===== config.mk =====
export PLATFORM = sky130hd
export DESIGN_NAME = icache_nway_ctrl_flat
export DESIGN_NICKNAME = d
export VERILOG_FILES = /design/src/rtl/icache_pkg.sv /design/src/rtl/icache_nway_ctrl_if.sv /design/src/rtl/icache_repl.sv /design/src/rtl/icache_nway_ctrl.sv /design/src/flat_wrapper.sv
export SDC_FILE = /design/constraint.sdc
export NUM_CORES = 1
export LEC_CHECK = 0
export ABC_AREA = 1
export BUFFER_PORTS_ARGS = -buffer_cell sky130_fd_sc_hd__buf_4
export CAP_MARGIN = 10
export CORE_ASPECT_RATIO = 1.75
export CORE_MARGIN = 8
export CORE_UTILIZATION = 55
export DETAILED_ROUTE_END_ITERATION = 6
export PLACE_DENSITY = 0.78
export SYNTH_ARGS = -nofsm -noshare
export SYNTH_HDL_FRONTEND = slang
export SYNTH_SLANG_ARGS = --single-unit

===== constraint.sdc =====
create_clock -name CLK -period 4.5 [get_ports CLK]
set_clock_uncertainty 0.05 [all_clocks]
set_input_delay 0 -clock CLK [delete_from_list [all_inputs] [get_ports CLK]]
set_output_delay 0 -clock CLK [all_outputs]
set_load 0.01 [all_outputs]

===== src/rtl/icache_pkg.sv =====
// Shared types and constants for the N-way instruction cache controller.
package icache_pkg;

  typedef enum logic [1:0] {
    IDLE = 2'd0,
    MISS = 2'd1,
    RESP = 2'd2
  } state_e;

  localparam int REPL_LRU  = 0;
  localparam int REPL_LFSR = 1;

  // Fibonacci taps 16,14,13,11 expressed as bit positions 15,13,12,10.
  localparam logic [15:0] LFSR_SEED = 16'hACE1;
  localparam logic [15:0] LFSR_TAPS = 16'hB400;

  function automatic int idx_w(input int sets);
    return $clog2(sets);
  endfunction

  function automatic int tag_w(input int sets);
    return 30 - $clog2(sets);
  endfunction

  function automatic int way_w(input int ways);
    return (ways > 1) ? $clog2(ways) : 1;
  endfunction

endpackage


===== src/rtl/icache_nway_ctrl_if.sv =====
// Fetch-side and memory-side signal bundle of the instruction cache.
interface icache_nway_ctrl_if #(
  parameter int DATA_W = 32,
  parameter int CNT_W  = 20
);
  logic              cpu_req;
  logic [31:0]       PC;
  logic              cpu_ready;
  logic              rd_valid;
  logic [DATA_W-1:0] Data_Cache;
  logic              HitWrite;
  logic              mm_req;
  logic [31:0]       mm_addr;
  logic              mm_ack;
  logic [DATA_W-1:0] mm_data;
  logic              flush;
  logic [CNT_W-1:0]  CNT_HIT;
  logic [CNT_W-1:0]  CNT_MISS;

  modport slave (
    input  cpu_req, PC, mm_ack, mm_data, flush,
    output cpu_ready, rd_valid, Data_Cache, HitWrite, mm_req, mm_addr,
           CNT_HIT, CNT_MISS
  );

  modport master (
    output cpu_req, PC, mm_ack, mm_data, flush,
    input  cpu_ready, rd_valid, Data_Cache, HitWrite, mm_req, mm_addr,
           CNT_HIT, CNT_MISS
  );
endinterface


===== src/rtl/icache_repl.sv =====
// Replacement state: per-set LRU ages and a free-running LFSR; picks the victim way.
module icache_repl
  import icache_pkg::*;
#(
  parameter int WAYS = 2,
  parameter int SETS = 4,
  parameter int REPL = 0
) (
  input  logic                     CLK,
  input  logic                     RESET,
  input  logic [idx_w(SETS)-1:0]   set_idx,
  input  logic [WAYS-1:0]          valid_vec,
  input  logic                     upd,
  input  logic [way_w(WAYS)-1:0]   upd_way,
  input  logic                     clr,
  output logic [way_w(WAYS)-1:0]   victim
);
  localparam int WAY_W = way_w(WAYS);

  logic [WAY_W-1:0] age_q [SETS][WAYS];
  logic [WAY_W-1:0] age_d [SETS][WAYS];
  logic [15:0]      lfsr_q;
  logic [15:0]      lfsr_d;
  logic             found;
  logic [WAY_W-1:0] max_age;

  assign lfsr_d = {lfsr_q[14:0], ^(lfsr_q & LFSR_TAPS)};

  always_comb begin
    age_d = age_q;
    if (clr) begin
      for (int s = 0; s < SETS; s++)
        for (int w = 0; w < WAYS; w++)
          age_d[s][w] = WAY_W'(w);
    end else if (upd) begin
      for (int w = 0; w < WAYS; w++) begin
        if (WAY_W'(w) == upd_way)
          age_d[set_idx][w] = '0;
        else if (age_q[set_idx][w] < age_q[set_idx][upd_way])
          age_d[set_idx][w] = age_q[set_idx][w] + 1'b1;
      end
    end
  end

  // Invalid ways are always filled first; policy only matters for a full set.
  always_comb begin
    found   = 1'b0;
    victim  = '0;
    max_age = '0;
    for (int w = 0; w < WAYS; w++) begin
      if (!found && !valid_vec[w]) begin
        found  = 1'b1;
        victim = WAY_W'(w);
      end
    end
    if (!found) begin
      if (REPL == REPL_LFSR) begin
        victim = (WAYS == 1) ? '0 : lfsr_q[WAY_W-1:0];
      end else begin
        for (int w = 0; w < WAYS; w++) begin
          if (age_q[set_idx][w] > max_age) begin
            max_age = age_q[set_idx][w];
            victim  = WAY_W'(w);
          end
        end
      end
    end
  end

  always_ff @(posedge CLK or posedge RESET) begin
    if (RESET) begin
      lfsr_q <= LFSR_SEED;
      for (int s = 0; s < SETS; s++)
        for (int w = 0; w < WAYS; w++)
          age_q[s][w] <= WAY_W'(w);
    end else begin
      lfsr_q <= lfsr_d;
      age_q  <= age_d;
    end
  end

endmodule


===== src/rtl/icache_nway_ctrl.sv =====
// N-way set-associative instruction cache with miss handshake, flush and hit/miss counters.
module icache_nway_ctrl
  import icache_pkg::*;
#(
  parameter int WAYS   = 2,
  parameter int SETS   = 4,
  parameter int DATA_W = 32,
  parameter int CNT_W  = 20,
  parameter int REPL   = 0
) (
  input  logic              CLK,
  input  logic              RESET,
  icache_nway_ctrl_if.slave bus
);
  localparam int IDX_W = idx_w(SETS);
  localparam int TAG_W = tag_w(SETS);
  localparam int WAY_W = way_w(WAYS);

  logic [TAG_W-1:0]  tag_mem  [SETS][WAYS];
  logic [DATA_W-1:0] data_mem [SETS][WAYS];
  logic [WAYS-1:0]   valid_q  [SETS];
  logic [WAYS-1:0]   valid_d  [SETS];

  state_e            state_q, state_d;
  logic              rd_valid_q, rd_valid_d;
  logic [DATA_W-1:0] data_out_q, data_out_d;
  logic              hitwrite_q, hitwrite_d;
  logic              mm_req_q, mm_req_d;
  logic [31:0]       mm_addr_q, mm_addr_d;
  logic [CNT_W-1:0]  cnt_hit_q, cnt_hit_d;
  logic [CNT_W-1:0]  cnt_miss_q, cnt_miss_d;

  logic [IDX_W-1:0]  pc_idx, miss_idx, repl_idx;
  logic [TAG_W-1:0]  pc_tag, miss_tag;
  logic              cpu_ready, accept, fill, flush_go;
  logic              hit;
  logic [WAY_W-1:0]  hit_way, victim, upd_way;

  function automatic logic [CNT_W-1:0] sat_inc(input logic [CNT_W-1:0] v);
    return (&v) ? v : v + CNT_W'(1);
  endfunction

  assign pc_idx   = bus.PC[IDX_W+1:2];
  assign pc_tag   = bus.PC[31:IDX_W+2];
  assign miss_idx = mm_addr_q[IDX_W+1:2];
  assign miss_tag = mm_addr_q[31:IDX_W+2];

  // Flush takes priority over a same-cycle fetch request.
  assign cpu_ready = (state_q == IDLE) && !bus.flush;
  assign accept    = bus.cpu_req && cpu_ready;
  assign flush_go  = (state_q == IDLE) && bus.flush;
  assign fill      = (state_q == MISS) && bus.mm_ack;
  assign repl_idx  = (state_q == MISS) ? miss_idx : pc_idx;
  assign upd_way   = fill ? victim : hit_way;

  always_comb begin
    hit     = 1'b0;
    hit_way = '0;
    for (int w = 0; w < WAYS; w++) begin
      if (!hit && valid_q[pc_idx][w] && (tag_mem[pc_idx][w] == pc_tag)) begin
        hit     = 1'b1;
        hit_way = WAY_W'(w);
      end
    end
  end

  icache_repl #(
    .WAYS (WAYS),
    .SETS (SETS),
    .REPL (REPL)
  ) u_repl (
    .CLK       (CLK),
    .RESET     (RESET),
    .set_idx   (repl_idx),
    .valid_vec (valid_q[repl_idx]),
    .upd       ((accept && hit) || fill),
    .upd_way   (upd_way),
    .clr       (flush_go),
    .victim    (victim)
  );

  always_comb begin
    state_d    = state_q;
    rd_valid_d = 1'b0;
    data_out_d = data_out_q;
    hitwrite_d = hitwrite_q;
    mm_req_d   = mm_req_q;
    mm_addr_d  = mm_addr_q;
    cnt_hit_d  = cnt_hit_q;
    cnt_miss_d = cnt_miss_q;
    valid_d    = valid_q;
    case (state_q)
      IDLE: begin
        if (flush_go) begin
          for (int s = 0; s < SETS; s++) valid_d[s] = '0;
        end else if (accept) begin
          if (hit) begin
            rd_valid_d = 1'b1;
            data_out_d = data_mem[pc_idx][hit_way];
            hitwrite_d = 1'b1;
            cnt_hit_d  = sat_inc(cnt_hit_q);
          end else begin
            state_d    = MISS;
            mm_req_d   = 1'b1;
            mm_addr_d  = {bus.PC[31:2], 2'b00};
            hitwrite_d = 1'b0;
            cnt_miss_d = sat_inc(cnt_miss_q);
          end
        end
      end
      MISS: begin
        if (bus.mm_ack) begin
          valid_d[miss_idx][victim] = 1'b1;
          state_d    = RESP;
          mm_req_d   = 1'b0;
          rd_valid_d = 1'b1;
          data_out_d = bus.mm_data;
        end
      end
      RESP:    state_d = IDLE;
      default: state_d = IDLE;
    endcase
  end

  always_ff @(posedge CLK or posedge RESET) begin
    if (RESET) begin
      state_q    <= IDLE;
      rd_valid_q <= 1'b0;
      data_out_q <= '0;
      hitwrite_q <= 1'b1;
      mm_req_q   <= 1'b0;
      mm_addr_q  <= '0;
      cnt_hit_q  <= '0;
      cnt_miss_q <= '0;
      for (int s = 0; s < SETS; s++) valid_q[s] <= '0;
    end else begin
      state_q    <= state_d;
      rd_valid_q <= rd_valid_d;
      data_out_q <= data_out_d;
      hitwrite_q <= hitwrite_d;
      mm_req_q   <= mm_req_d;
      mm_addr_q  <= mm_addr_d;
      cnt_hit_q  <= cnt_hit_d;
      cnt_miss_q <= cnt_miss_d;
      valid_q    <= valid_d;
    end
  end

  // Line payload is only meaningful behind a valid bit, so it carries no reset.
  always_ff @(posedge CLK) begin
    if (fill) begin
      tag_mem[miss_idx][victim]  <= miss_tag;
      data_mem[miss_idx][victim] <= bus.mm_data;
    end
  end

  assign bus.cpu_ready  = cpu_ready;
  assign bus.rd_valid   = rd_valid_q;
  assign bus.Data_Cache = data_out_q;
  assign bus.HitWrite   = hitwrite_q;
  assign bus.mm_req     = mm_req_q;
  assign bus.mm_addr    = mm_addr_q;
  assign bus.CNT_HIT    = cnt_hit_q;
  assign bus.CNT_MISS   = cnt_miss_q;

endmodule


===== src/flat_wrapper.sv =====
// flat-port wrapper written by rule: the top's interface ports become plain ports
module icache_nway_ctrl_flat import icache_pkg::*;
#(
  parameter int WAYS   = 2,
  parameter int SETS   = 4,
  parameter int DATA_W = 32,
  parameter int CNT_W  = 20,
  parameter int REPL   = 0
)
  (CLK, RESET, bus_cpu_req, bus_PC, bus_mm_ack, bus_mm_data, bus_flush, bus_cpu_ready, bus_rd_valid, bus_Data_Cache, bus_HitWrite, bus_mm_req, bus_mm_addr, bus_CNT_HIT, bus_CNT_MISS);
  icache_nway_ctrl_if #(.DATA_W(DATA_W), .CNT_W(CNT_W)) bus_i ();
  input  logic CLK;
  input  logic RESET;
  input wire logic [$bits(bus_i.cpu_req)-1:0] bus_cpu_req;
  input wire logic [$bits(bus_i.PC)-1:0] bus_PC;
  input wire logic [$bits(bus_i.mm_ack)-1:0] bus_mm_ack;
  input wire logic [$bits(bus_i.mm_data)-1:0] bus_mm_data;
  input wire logic [$bits(bus_i.flush)-1:0] bus_flush;
  output wire logic [$bits(bus_i.cpu_ready)-1:0] bus_cpu_ready;
  output wire logic [$bits(bus_i.rd_valid)-1:0] bus_rd_valid;
  output wire logic [$bits(bus_i.Data_Cache)-1:0] bus_Data_Cache;
  output wire logic [$bits(bus_i.HitWrite)-1:0] bus_HitWrite;
  output wire logic [$bits(bus_i.mm_req)-1:0] bus_mm_req;
  output wire logic [$bits(bus_i.mm_addr)-1:0] bus_mm_addr;
  output wire logic [$bits(bus_i.CNT_HIT)-1:0] bus_CNT_HIT;
  output wire logic [$bits(bus_i.CNT_MISS)-1:0] bus_CNT_MISS;
  assign bus_i.cpu_req = bus_cpu_req;
  assign bus_i.PC = bus_PC;
  assign bus_i.mm_ack = bus_mm_ack;
  assign bus_i.mm_data = bus_mm_data;
  assign bus_i.flush = bus_flush;
  assign bus_cpu_ready = bus_i.cpu_ready;
  assign bus_rd_valid = bus_i.rd_valid;
  assign bus_Data_Cache = bus_i.Data_Cache;
  assign bus_HitWrite = bus_i.HitWrite;
  assign bus_mm_req = bus_i.mm_req;
  assign bus_mm_addr = bus_i.mm_addr;
  assign bus_CNT_HIT = bus_i.CNT_HIT;
  assign bus_CNT_MISS = bus_i.CNT_MISS;
  icache_nway_ctrl #(.WAYS(WAYS), .SETS(SETS), .DATA_W(DATA_W), .CNT_W(CNT_W), .REPL(REPL)) u_core (.CLK(CLK), .RESET(RESET), .bus(bus_i));
endmodule

==> flow_metrics.tcl <==
set metrics [dict create \
    status "finished, final reports clean" \
    synthCells 2590 \
    clkLatencyLatePin_ps 620 \
    postRouteAntennaNets 0 \
    fmax_ghz 0.290 \
    drt-initial-drc-count 2089 \
    die_h_um 307 \
    synthSimpleGateAreaFrac 0.220 \
    grt.total_usage 0.266 \
    p_switching_mw 3.71 \
    clkPwrFrac 0.350 \
    cts.repair.resized 0 \
    grt_pass1_vias 20662 \
    hold_start "bus_PC[2]" \
    rsz0062_at_grt "no" \
    routed_wl_um 75800 \
    pwr-share-comb 0.146 \
    powerDensity_mw_per_mm2 443 \
    grt_overflow 0 \
    max_cap_violations 0 \
    drtPass1Iterations 6 \
    async_reset_ff_frac 0.204 \
    synth_top_family_by_area "simple AND/OR/NAND/NOR gates" \
    synth_top_area_frac 0.543 \
    worstSetupPathType "in -> reg" \
    final.min_clock_period_ps 3450 \
    clk_pin_slew_ps 60 \
    synth_top_area_cell "edfxtp_1" \
    netlist_area_mm2 0.0266 \
    reg2reg_depth 12 \
    cts_sinks 603 \
    switching_share 0.271 \
    cp_data_arrival_time_ps 3640 \
    worst_pin_slew_ps 1000 \
    slew_headroom 0.333 \
    holdPathEnd "u_core.bus.Data_Cache[27]" \
    hp-class "in -> reg" \
    fin_cells 3436 \
    start_util 0.556 \
    power_mw 13.7 \
    worstPathRequired_ps 4700 \
    synth_compound_area_frac 0.0643 \
    setup_violations 0 \
    routed_via_density 5.97 \
    synthMuxAreaShare 0 \
    drc 0 \
    finalHoldViolations 0 \
    crit_path_end_kind "register" \
    tritoncts "done" \
    ys_seq_elements 603 \
    grt_max_degree 129 \
    cts_root_buf "clkbuf_16" \
    io_pins 177 \
    power_leakage_nw 12.2 \
    core_area_mm2 0.0477 \
    drive_gt1_frac 0.120 \
    nNetsFinal 2869 \
    ir_drop_v 0.000380 \
    wl_per_cell_um 22.1 \
    whs_ps 79.7 \
    rr_startpoint "u_core.state_q[1]" \
    areaGrowthSynthToFinish_pct 16.5 \
    vias 20496 \
    yosysUniqueCellTypes 42 \
    rrSetupSlack_ps 1170 \
    synth_area_leaders "edfxtp_1 54%, dfrtp_1 11%, nand2_1 10%" \
    cts_made_buffers 52 \
    power_frac_seq 0.504 \
    gp_congestion 0.922 \
    avgSynthCellArea_um2 10.3 \
    slew_violations 0 \
    rows 106 \
    internal_power_mw 10.0 \
    cp_max_fo 54 \
    io_buffers 172 \
    synthXorXnorAreaFrac 0.0106 \
    dp_hpwl_um 47000 \
    min_period_over_period 0.766 \
    yosysMostFrequentCell "nand2_1" \
    synthAdderAreaFrac 0.000942 \
    synthFlopType "edfxtp_1" \
    whs_path_depth 7 \
    htree_levels 2 \
    fillerInstances 3567 \
    synth_edf_count 480 \
    die_area_mm2 0.0558 \
    r2r-end "u_core.tag_mem[2][7]" \
    multiInputGateArea_mm2 0.00794 \
    synth_common_cells "707 x nand2_1, 480 x edfxtp_1, 319 x nand3_1, 264 x nor2_1, 189 x o21ai_0" \
    placed_cells 3273 \
    worstSetupStartpointType "input pin" \
    yosysSeqAreaShare 0.659 \
    clock_path_buffers 3 \
    regArea_mm2 0.0175 \
    yosys_warnings 0 \
    antenna_found_initial 1 \
    die_width_um 182 \
    fin_tns_setup_ps 0 \
    grt_first_pass_wirelength_um 116000 \
]
-- critical path, stage by stage --
cell and delay (ps):
dlygate4sd3_1 550, buf_4 160, inv_4 440, nand2_1 140, o21ai_2 130, inv_1 80
nand2_1 150, o21ai_0 150, nor2_1 200, nand3b_1 140, nand2_1 120, nand3_2 370
nor2_4 430, buf_12 420
-- sequential cells by signal (all words and copies together), names as in the netlist --
name	count
u_core.bus.CNT_HIT	20
u_core.bus.CNT_MISS	20
u_core.bus.Data_Cache	32
u_core.bus.HitWrite	1
u_core.bus.mm_addr	30
u_core.bus.mm_req	1
u_core.bus.rd_valid	1
u_core.data_mem	256
u_core.state_q	2
u_core.tag_mem	224
u_core.u_repl.age_q	8
u_core.valid_q	8
-- timing repair --
item | 4_1_cts | 5_1_grt
buffers inserted | 0 | 0
hold buffers | 65 | 0
hold endpoints to repair | 411 | 0
-- worst max-delay path by stage --
stage / cells after the start / to / startpoint / slack [ps]
floorplan: 12 / u_core.data_mem[0][0] / u_core.state_q[1] / -250
global placement: 18 / u_core.bus.Data_Cache[22] / bus_PC[3] / 1170
detailed placement: 18 / u_core.bus.Data_Cache[22] / bus_PC[2] / 1100
CTS: 14 / u_core.tag_mem[2][7] / bus_PC[3] / 1200
global route: 16 / u_core.bus.CNT_HIT[8] / bus_PC[3] / 880
finish: 14 / u_core.tag_mem[2][7] / bus_PC[3] / 1050
-- metal layers --
metal | part of all wire | global-route usage | up-vias
met2 | 0.53 | 0.491 | 1013
met1 | 0.35 | 0.296 | 9966
li1 | - | - | 9320
met4 | 0.048 | 0.132 | 0
met3 | 0.069 | 0.0393 | 197
met5 | 0 | 0 | -
-- per-stage QoR --
stage          utilization  worst slack [ps]  instance area [um^2]
2_1_floorplan            -              -246                 26600
3_3_place_gp         0.596              1170                 28400
3_5_place_dp         0.596              1100                 28400
4_1_cts              0.648              1200                 30900
5_1_grt              0.648               878                 30900
6_report             0.648              1050                 30900
-- final cells by class --
cell class	instances	area share
antenna	1	0.0000809
tap	594	0.0240
timing repair buffer	275	0.0778
multi-input combinational	1734	0.257
inverter	132	0.0164
clock buffer	59	0.0435
sequential	603	0.565
clock inverter	38	0.0161
-- power groups by stage --
stage,registers (mW),logic (mW),clock network (mW)
finish,6.91,2.00,4.79
global route,6.96,2.19,5.02
CTS,6.90,2.01,4.83
detailed placement,7.02,1.95,0
global placement,6.99,1.89,0
floorplan,7.02,0.991,0
-- cells in the final DEF, fill, tap and decap left out, types with 4 or more instances in the layout --
cell / n
nor3_1: 16
edfxtp_1: 480
clkinv_1: 7
inv_2: 4
o21ai_1: 45
nand3b_1: 4
nor2_4: 9
xor2_1: 17
o21ai_0: 189
o22ai_1: 67
dfrtp_1: 118
nand2_1: 705
nor4_1: 7
and2_1: 9
clkbuf_1: 5
dfstp_2: 5
nand4_1: 29
nor2_1: 256
bufinv_16: 9
buf_4: 195
inv_1: 123
clkinv_4: 4
xnor2_1: 15
clkinv_2: 12
buf_12: 14
a21oi_1: 13
nand3_1: 319
clkbuf_16: 52
dlygate4sd3_1: 65
clkinvlp_4: 4
nor2_2: 4
nand2_2: 6
-- logic make-up (layout without fill, tap and decap cells) --
family          count (synthesis)  after routing
simple gates                 1379           1379
other cells                     1              3
buf+inv                       254            504
flops                         603            603
fa+ha+maj                       2              2
compound gates                319            319
xor+xnor                       32             32
Note: power is estimated with default switching activity, not from simulation.
